$ cat src/rtl/shift_pipe_scheduler.sv
// Round-robin owner of one serial shift chain shared by NUM_REQ requesters.
// Every beat travels with its valid flag and owner tag so the far end can demux it.
module shift_pipe_scheduler #(
  parameter int NUM_REQ   = 4,
  parameter int DEPTH     = 2,
  parameter int MAX_BURST = 8,
  parameter int IDW       = $clog2(NUM_REQ)
) (
  input  logic               clk,
  input  logic               rst,
  input  logic [NUM_REQ-1:0] req_i,
  input  logic [NUM_REQ-1:0] bit_i,
  output logic [NUM_REQ-1:0] gnt_o,
  output logic               bit_o,
  output logic               valid_o,
  output logic [IDW-1:0]     id_o,
  output logic               busy_o
);
  localparam int CW = $clog2(MAX_BURST + 1);

  typedef enum logic {IDLE, GRANT} state_t;

  state_t                    state, state_n;
  logic [IDW-1:0]            owner, owner_n, ptr, ptr_n, nxt_ptr;
  logic [CW-1:0]             cnt, cnt_n, cnt_inc;
  logic [NUM_REQ-1:0]        gnt_n;
  logic                      acc, release_c, rotate_c;
  logic [IDW:0]              pick_idle, pick_rearb;
  logic [DEPTH-1:0]          vld_pipe, dat_pipe;
  logic [DEPTH-1:0][IDW-1:0] tag_pipe;

  // Returns {found, index}: first requester at or after start, wrapping, optionally skipping excl.
  function automatic logic [IDW:0] rr_pick(input logic [NUM_REQ-1:0] req,
                                           input logic [IDW-1:0]     start,
                                           input logic               excl_en,
                                           input logic [IDW-1:0]     excl);
    logic           found;
    logic [IDW-1:0] idx;
    int             j;
    found = 1'b0;
    idx   = '0;
    for (int i = 0; i < NUM_REQ; i++) begin
      j = (int'(start) + i) % NUM_REQ;
      if (!found && req[j] && !(excl_en && (j == int'(excl)))) begin
        found = 1'b1;
        idx   = IDW'(j);
      end
    end
    return {found, idx};
  endfunction

  assign acc        = (state == GRANT) && req_i[owner];
  assign nxt_ptr    = (owner == IDW'(NUM_REQ - 1)) ? '0 : owner + 1'b1;
  assign cnt_inc    = cnt + CW'(acc);
  assign release_c  = !req_i[owner];
  assign rotate_c   = acc && (cnt_inc == CW'(MAX_BURST));
  assign pick_idle  = rr_pick(req_i, ptr, 1'b0, '0);
  assign pick_rearb = rr_pick(req_i, nxt_ptr, 1'b1, owner);

  always_comb begin
    state_n = state;
    owner_n = owner;
    ptr_n   = ptr;
    cnt_n   = cnt;
    case (state)
      IDLE: begin
        if (|req_i) begin
          state_n = GRANT;
          owner_n = pick_idle[IDW-1:0];
          cnt_n   = '0;
        end
      end
      GRANT: begin
        if (release_c || rotate_c) begin
          ptr_n = nxt_ptr;
          cnt_n = '0;
          if (pick_rearb[IDW]) owner_n = pick_rearb[IDW-1:0];
          else if (!req_i[owner]) state_n = IDLE;
        end else begin
          cnt_n = cnt_inc;
        end
      end
      default: state_n = IDLE;
    endcase
    gnt_n = (state_n == GRANT) ? (NUM_REQ'(1) << owner_n) : '0;
  end

  always_ff @(posedge clk) begin
    if (rst) begin
      state    <= IDLE;
      owner    <= '0;
      ptr      <= '0;
      cnt      <= '0;
      gnt_o    <= '0;
      vld_pipe <= '0;
      dat_pipe <= '0;
      tag_pipe <= '0;
    end else begin
      state <= state_n;
      owner <= owner_n;
      ptr   <= ptr_n;
      cnt   <= cnt_n;
      gnt_o <= gnt_n;
      for (int i = DEPTH - 1; i > 0; i--) begin
        vld_pipe[i] <= vld_pipe[i-1];
        dat_pipe[i] <= dat_pipe[i-1];
        tag_pipe[i] <= tag_pipe[i-1];
      end
      // Empty cycles inject an all-zero bubble so stale data never reaches the output.
      vld_pipe[0] <= acc;
      dat_pipe[0] <= acc & bit_i[owner];
      tag_pipe[0] <= acc ? owner : '0;
    end
  end

  assign bit_o   = dat_pipe[DEPTH-1];
  assign valid_o = vld_pipe[DEPTH-1];
  assign id_o    = tag_pipe[DEPTH-1];
  assign busy_o  = (state == GRANT) | (|vld_pipe);

endmodule
$ cat config.mk
export PLATFORM = sky130hd
export DESIGN_NAME = shift_pipe_scheduler
export DESIGN_NICKNAME = d
export VERILOG_FILES = /design/src/rtl/shift_pipe_scheduler.sv
export SDC_FILE = /design/constraint.sdc
export NUM_CORES = 1
export LEC_CHECK = 0
export BUFFER_PORTS_ARGS = -buffer_cell sky130_fd_sc_hd__buf_2
export CORE_UTILIZATION = 50
export CTS_CLUSTER_SIZE = 12
export DETAILED_ROUTE_END_ITERATION = 10
export PLACE_DENSITY = 0.72
export SYNTH_ARGS = -nofsm -noshare
export SYNTH_HDL_FRONTEND = slang
export SYNTH_SLANG_ARGS = --single-unit
export TNS_END_PERCENT = 10
$ cat constraint.sdc
create_clock -name clk -period 4.19 [get_ports clk]
set_input_delay 0.2095 -clock clk [delete_from_list [all_inputs] [get_ports clk]]
set_output_delay 0.2095 -clock clk [all_outputs]
set_load 0.005 [all_outputs]
==> results of run 1 <==
-- worst max-delay path, cell delays in order (launching register included) --
cell,delay [ns]
dfxtp_1,0.36
buf_4,0.23
mux2i_1,0.23
nand2_1,0.07
o21ai_1,0.24
nor2_1,0.18
ha_1,0.24
ha_1,0.22
xor2_1,0.16
or3_1,0.36
nor2_1,0.18
a21oi_1,0.08
o31a_1,0.29
a211oi_2,0.39
nor3b_1,0.26
-- per-stage QoR --
stage               instance area (µm²)  instances  utilization (%)  hold WS [ns]
global placement                   1290        178             56.8         0.425
detailed placement                 1290        178             56.8         0.434
floorplan                          1240        141                -         0.281
CTS                                1320        182             58.1         0.233
global route                       1320        182             58.1         0.244
finish                             1320        182             58.1         0.247
-- Yosys cell counts (2+ instances only) --
cell type,number,area share [%]
buf_4,3,1.8
mux2_2,2,1.8
nand3_1,2,0.81
nor3_1,4,1.6
or3_1,3,1.5
o211ai_1,2,1.2
a32o_1,2,1.6
dfxtp_1,21,34
a21oi_1,12,4.8
o22ai_1,2,1.0
o21ai_0,6,2.4
and2_1,4,2.0
buf_2,3,1.2
mux2i_1,4,3.2
nand2_1,5,1.5
o21ai_1,2,0.81
nor2_1,13,3.9
a22oi_1,2,1.2
a21boi_0,2,1.2
xor2_1,2,1.4
nand2b_1,3,1.5
nor2b_1,5,2.5
inv_1,6,1.8
and3_1,2,1.0
ha_1,3,3.0
-- area by class of cell --
class	instances	area, µm²	share of cell area, %
Tap cell	28	35.0	2.65
Timing Repair Buffer	19	97.6	7.39
Inverter	6	22.5	1.70
Clock buffer	3	22.5	1.70
Clock inverter	1	5.00	0.379
Multi-Input combinational cell	104	718	54.4
Sequential cell	21	420	31.8
-- sequential cells by signal (all words and copies together) (netlist names) --
| name | cells |
|---|---|
| state | 1 |
| cnt | 4 |
| ptr | 2 |
| gnt_o | 4 |
| dat_pipe | 2 |
| vld_pipe | 2 |
| tag_pipe | 2 |
| owner | 2 |
| id_o | 2 |
-- cells by family (layout without fill, tap and decap cells) --
kind of cell | Yosys count | after routing | synth area share (%)
AO/OA/AOI/OAI | 42 | 42 | 23.7
XOR/XNOR | 2 | 2 | 1.41
buffers and inverters | 16 | 29 | 8.08
adder cells (fa/ha/maj) | 3 | 3 | 3.03
multiplexers | 7 | 7 | 7.17
AND/OR/NAND/NOR | 50 | 50 | 22.6
flip-flops | 21 | 21 | 33.9
-- power breakdown --
part           internal [µW]  switching [µW]
Clock                   35.5            60.9
Sequential               218            15.3
Combinational           97.3             123
-- how the worst min path moves through the flow --
stage                      startpoint                      to  slack, ns  cells past startpoint
2_1_floorplan                     rst      id_o[0]$_SDFF_PP0_       0.28                      1
3_3_place_gp   tag_pipe[0]$_SDFF_PP0_      id_o[0]$_SDFF_PP0_       0.42                      1
3_5_place_dp   dat_pipe[0]$_SDFF_PP0_  dat_pipe[1]$_SDFF_PP0_       0.43                      1
4_1_cts                           rst     owner[1]$_SDFF_PP0_       0.23                      2
5_1_grt                           rst     cnt[0]$_SDFFE_PP0P_       0.24                      2
6_report                          rst     owner[0]$_SDFF_PP0_       0.25                      2
-- metal layers --
| layer | global-route usage, % | routed length (µm) |
|---|---|---|
| met5 | 0 | 0 |
| met2 | 41.1 | 1320 |
| met4 | 7.66 | 17 |
| met3 | 4.09 | 165 |
| met1 | 27.2 | 1160 |
==> reports/results.ini, run 1 <==
[status]
status=finished clean

[grt]
antenna_found_initial=0
grt_pass1_vias=1067
overflow=0
grt_max_degree=16
grt_first_pass_wirelength_um=4600
track_usage_pct=22.9

[clock_tree]
tritoncts.num_buffers=3
clk_pin_slew_ns=0.12
hold_buffers=0
clk_latency_ns=0.30
cts_tree=done
htreeDepth=1
cts_sinks=21
clock-root-buffer=clkbuf_4
clk_path_buf_depth=2
postCtsSetupRepairBufs=0
cts_resized=0

[pwr]
leakage_uw=0.000577
ir_worst_vdd_mv=0.210
power_density_mw_per_mm2=416
finalPower_uw=549

[detailed_routing]
drc=0
wirelength_um=2660
drt-initial-drc-count=42
dr.pass1.iters=4
via_per_inst=6.04
detail-route-antenna-nets=0
num_vias=1100
post_drt_wl_per_cell_um=14.6

[critical_path]
ff2ff_setup_slack_ns=0.60
reg2reg_depth=14
r2r_start=owner[0]$_SDFF_PP0_
crit_arrival_ns=3.81
end_kind=flop
cp_max_fo=15
cp-start-kind=flop
r2r_end=gnt_o[1]$_SDFF_PP0_
worstSetupPathType=reg2reg
cp_data_required_time_ns=4.41
worstSetupStartpoint=owner[0]$_SDFF_PP0_
critPathCapture=gnt_o[1]$_SDFF_PP0_

[timing]
min_period_ns=3.59
hold_viol=0
max_freq_mhz=279
fin_ws_ns=0.602
finalSetupViolCount=0
period_share_pct=85.6
setup_tns_ns=0
rsz0062_at_grt=false
finClkSkew_ns=0.00388
slew_headroom_pct=59.4
worstMarginPinSlew_ns=0.594
slew_viol_final=0

[place]
io_buffer_count=18
dp_hpwl_um=1970
place_ws_ns=0.681
finalWeightedCongestion=0.792

[floorplan]
fp.dieW_um=51.8
io_pins=19
start_util_pct=54.4
dieHeight_um=51.8
fp.dieArea_mm2=0.00268
row_count=17
coreArea_mm2=0.00228

[yosys]
ys_warn_count=0
synth_seq_cells=21
ys.flop_type=dfxtp_1
avgSynthCellArea_um2=8.79
synth.yosys.seq_area_share_pct=33.9
synth_cell_type_count=51
syn_area_mm2=0.00124
async_flop_share_pct=0
syn_inst=141
synth_edf_count=0
synthesis.nets=154

[final_layout]
syn_to_final_growth_pct=6.67
antennaDiodeCount=0
drive_gt1_share_pct=20.8
layout_commonest_cell=dfxtp_1
mostFrequentLayoutCells=21 x dfxtp_1, 18 x buf_2, 13 x nor2_1
finalNetCount=168
fillers=200

[hold_path]
hold_class=in2reg

[flow_run]
drv_cap=0

No activity file was read; power rests on OpenSTA's default activity.
==> run 2, diff against run 1 <==
Settings changed: CORE_UTILIZATION 50 to 45, PLACE_DENSITY 0.72 to 0.66.
==> reports/results.ini, run 2 (synthesized netlist as in run 1, its figures left out) <==
[critical_path]
ff2ff_setup_slack_ns=0.67
slowest_delay_ns=0.42
cp_max_fo=6
cp-start-kind=flop
cp_data_required_time_ns=4.42
worstSetupPathType=reg2reg
slowest_stage=a221oi_2
crit_arrival_ns=3.75
crit_chain=mux2_2 -> o21ai_1 -> nor2_1 -> ha_1 -> ha_1 -> xor2_1 -> or3_1 -> nor2_1 -> a21oi_1 -> o31a_1 -> a221oi_2 -> nor3b_2
reg2reg_depth=12
end_kind=flop

[timing]
slew_viol_final=0
slew_headroom_pct=62.3
setup_tns_ns=0
worstMarginPinSlew_ns=0.551
finalSetupViolCount=0
max_freq_mhz=284
rsz0062_at_grt=false
min_period_ns=3.52
period_share_pct=84.0
hold_viol=0
finClkSkew_ns=0.00127

[grt]
grt_pass1_vias=901
antenna_found_initial=0
overflow=0
track_usage_pct=19.0
grt_first_pass_wirelength_um=3980
grt_max_degree=15

[final_layout]
post-route-util_pct=52.0
layout_commonest_cell=dfxtp_1
antennaDiodeCount=0
fin_area_mm2=0.00132
finalNetCount=168
reg_top3=cnt x4, gnt_o x4
drive_gt1_share_pct=20.1
mostFrequentLayoutCells=21 x dfxtp_1, 18 x buf_2, 13 x nor2_1
syn_to_final_growth_pct=6.77
final_cells=184

[floorplan]
fp.dieArea_mm2=0.00297
fp.dieW_um=54.5
start_util_pct=48.7
io_pins=19
coreArea_mm2=0.00254
row_count=18
dieHeight_um=54.5

[status]
status=finished clean

[clock_tree]
clock-root-buffer=clkbuf_4
cts_tree=done
hold_buffers=0
postCtsSetupRepairBufs=0
clk_pin_slew_ns=0.10
tritoncts.num_buffers=3
htreeDepth=1
cts_resized=0
clk_latency_ns=0.30
clk_path_buf_depth=2
cts_sinks=21

[place]
postPlaceCellArea_mm2=0.00130
dp_hpwl_um=1870
placed_cells=180
io_buffer_count=18
finalWeightedCongestion=0.753

[detailed_routing]
num_vias=1082
detail-route-antenna-nets=0
drt-initial-drc-count=27
post_drt_wl_per_cell_um=14.2
via_per_inst=5.88
drc=0
wirelength_um=2610
dr.pass1.iters=4

[pwr]
power_density_mw_per_mm2=414
leakage_uw=0.000574
ir_worst_vdd_mv=0.296

[hold_path]
hold_class=in2reg
min_path_cells=2

[flow_run]
drv_cap=0

==> run 2: cell count changes in the layout (fill, tap and decap cells not counted), sizes merged <==
| cell | previous run | this run |
|---|---|---|
| clkbuf | 3 | 4 |
| clkinv | 1 | 0 |
==> run 2: per-stage QoR <==
step	hold WS, ns	setup WS [ns]	total power (µW)
2_1_floorplan	0.281	0.969	411
3_3_place_gp	0.419	0.922	446
3_5_place_dp	0.423	0.727	455
4_1_cts	0.242	0.672	551
5_1_grt	0.232	0.512	584
6_report	0.255	0.669	548
==> run 2: routing by layer <==
metal	part of all wire [%]	vias to the layer above	global-route usage, %
met1	48	488	26.0
met4	0	0	5.98
met2	44	56	28.3
met3	7.7	0	5.83
li1	-	538	-
met5	0	-	0
==> run 2: area by class of cell <==
cell class / count / area, µm²
Timing Repair Buffer: 19 / 97.6
Tap cell: 30 / 37.5
Fill cell: 249 / 1220
Clock buffer: 4 / 26.3
Sequential cell: 21 / 420
Multi-Input combinational cell: 104 / 718
Inverter: 6 / 22.5
==> run 2: report_power, final <==
group	internal [µW]	total, µW	switching [µW]
clock	37.1	93.5	56.4
combinational	96.9	221	124
sequential	218	233	15.7
==> run 2: worst paths after layout <==
path,start,end
setup / recovery,owner[0]$_SDFF_PP0_,gnt_o[2]$_SDFF_PP0_
hold / removal,rst,cnt[1]$_SDFFE_PP0P_
setup reg to reg,owner[0]$_SDFF_PP0_,gnt_o[2]$_SDFF_PP0_
hold reg to reg,tag_pipe[1]$_SDFF_PP0_,id_o[1]$_SDFF_PP0_
==> run 2: worst max-delay path: cells and delay by family, from the launching register on <==
kind | cells | cell delay [ns]
compound gates | 4 | 1.12
mux | 1 | 0.34
xor+xnor | 1 | 0.15
fa+ha+maj | 2 | 0.47
simple gates | 4 | 0.97
flops | 1 | 0.39
==> run 3, diff against run 2 <==
Settings changed: PLACE_DENSITY 0.66 to 0.68.
Clock period 4.19 ns to 2.95 ns, I/O delays scaled along.
==> reports/results.ini, run 3 (synthesized netlist as in run 1, its figures left out) <==
[place]
io_buffer_count=18
finalWeightedCongestion=0.841
postPlaceCellArea_mm2=0.00137
dp_hpwl_um=2020

[critical_path]
end_kind=flop
cp_data_required_time_ns=3.15
ff2ff_setup_slack_ns=-0.02
reg2reg_depth=13
worstSetupPathType=reg2reg
r2r_start=owner[0]$_SDFF_PP0_
crit_arrival_ns=3.17
cp-start-kind=flop
r2r_end=owner[0]$_SDFF_PP0_
cp_max_fo=5

[floorplan]
start_util_pct=48.7
io_pins=19
coreArea_mm2=0.00254
row_count=18
fp.dieArea_mm2=0.00297
fp.dieW_um=54.5
dieHeight_um=54.5

[final_layout]
fillers=235
syn_to_final_growth_pct=21.9
finalNetCount=182
antennaDiodeCount=0
reg_top3=cnt x4, gnt_o x4
mostFrequentLayoutCells=20 x dfxtp_1, 18 x buf_2, 14 x buf_4
layout_commonest_cell=dfxtp_1
drive_gt1_share_pct=32.7
fin_area_mm2=0.00151

[pwr]
leakage_uw=0.000647
ir_worst_vdd_mv=0.467
finalPower_uw=871
power_density_mw_per_mm2=577

[timing]
min_period_ns=2.97
hold_viol=0
finalSetupViolCount=2
setup_tns_ns=-0.0289
fin_ws_ns=-0.0238
worstMarginPinSlew_ns=0.830
slew_viol_final=0
slew_headroom_pct=43.3
rsz0062_at_grt=true
max_freq_mhz=336
finClkSkew_ns=0.00238
period_share_pct=101

[hold_path]
hold_class=in2reg
min_path_cells=2
min_from=rst
min_to=owner[1]$_SDFF_PP0_

[clock_tree]
clock-root-buffer=clkbuf_4
clk_path_buf_depth=2
clk_latency_ns=0.30
hold_buffers=0
htreeDepth=1
cts_tree=done
clk_pin_slew_ns=0.11
tritoncts.num_buffers=3
cts_sinks=21

[detailed_routing]
drc=0
dr.pass1.iters=5
post_drt_wl_per_cell_um=15.0
wirelength_um=2970
drt-initial-drc-count=41
detail-route-antenna-nets=0
num_vias=1159
via_per_inst=5.85

[grt]
grt_first_pass_wirelength_um=4550
antenna_found_initial=0
grt_max_degree=15
track_usage_pct=22.2
grt_pass1_vias=1014
overflow=0

[status]
status=finished, violations left
violations=negative setup slack

[flow_run]
drv_cap=0

## run 3: changes by cell type in the layout (fill, tap and decap cells not counted), sizes merged
cell | before | now
buf | 19 | 33
## run 3: worst max-delay path by stage
stage / depth (start not counted) / endpoint / from / slack, ns
2_1_floorplan: 12 / gnt_o[2]$_SDFF_PP0_ / owner[0]$_SDFF_PP0_ / 0.02
3_3_place_gp: 12 / gnt_o[2]$_SDFF_PP0_ / owner[0]$_SDFF_PP0_ / 0.06
3_5_place_dp: 12 / gnt_o[2]$_SDFF_PP0_ / owner[0]$_SDFF_PP0_ / -0.09
4_1_cts: 14 / gnt_o[2]$_SDFF_PP0_ / owner[0]$_SDFF_PP0_ / 0.008
5_1_grt: 15 / owner[0]$_SDFF_PP0_ / owner[0]$_SDFF_PP0_ / -0.13
6_report: 13 / owner[0]$_SDFF_PP0_ / owner[0]$_SDFF_PP0_ / -0.02
## run 3: repair_timing
item / CTS / global route
buffers inserted: 4 / 2
setup endpoints to repair: 5 / 6
gates resized for setup: 7 / 6
pin swaps: 4 / 7
## run 3: final cells by class
type                       count  area [µm²]  share of cell area (%)
multi-input combinational    104         793                    52.5
sequential                    21         424                    28.1
timing repair buffer          33         206                    13.7
tap                           30        37.5                    2.49
clock buffer                   4        26.3                    1.74
inverter                       6        22.5                    1.49
## run 3: worst max-delay path, cell delays in order (launching register included)
cell      delay (ns)
dfxtp_4         0.38
mux2_4          0.32
o21ai_4         0.14
nor2_2          0.07
ha_2            0.21
ha_4            0.16
xor2_1          0.14
or3_4           0.39
nor2_4          0.13
a21oi_2         0.06
o31a_1          0.31
a221oi_4        0.35
buf_4           0.16
nor2_1          0.03
## run 3: where the power goes
part,internal [µW],switching [µW],leakage (µW)
clock network,52.8,82.8,0.0000150
logic,192,217,0.000461
registers,310,16.0,0.000172
## run 3: layer usage
layer,vias to the layer above,track usage [%],part of all wire (%)
li1,562,-,-
met1,547,27.3,44
met2,46,36.6,49
met3,4,6.11,6.0
met4,0,8.12,0.84
met5,-,0,0
## run 3: metrics by stage
stage | worst slack [ns] | util, % | hold WS [ns] | std cells
2_1_floorplan | 0.0224 | - | 0.219 | 141
3_3_place_gp | 0.0582 | 54.0 | 0.419 | 188
3_5_place_dp | -0.0894 | 54.0 | 0.425 | 188
4_1_cts | 0.00770 | 57.5 | 0.170 | 196
6_report | -0.0238 | 59.3 | 0.181 | 198
5_1_grt | -0.134 | 59.3 | 0.174 | 198
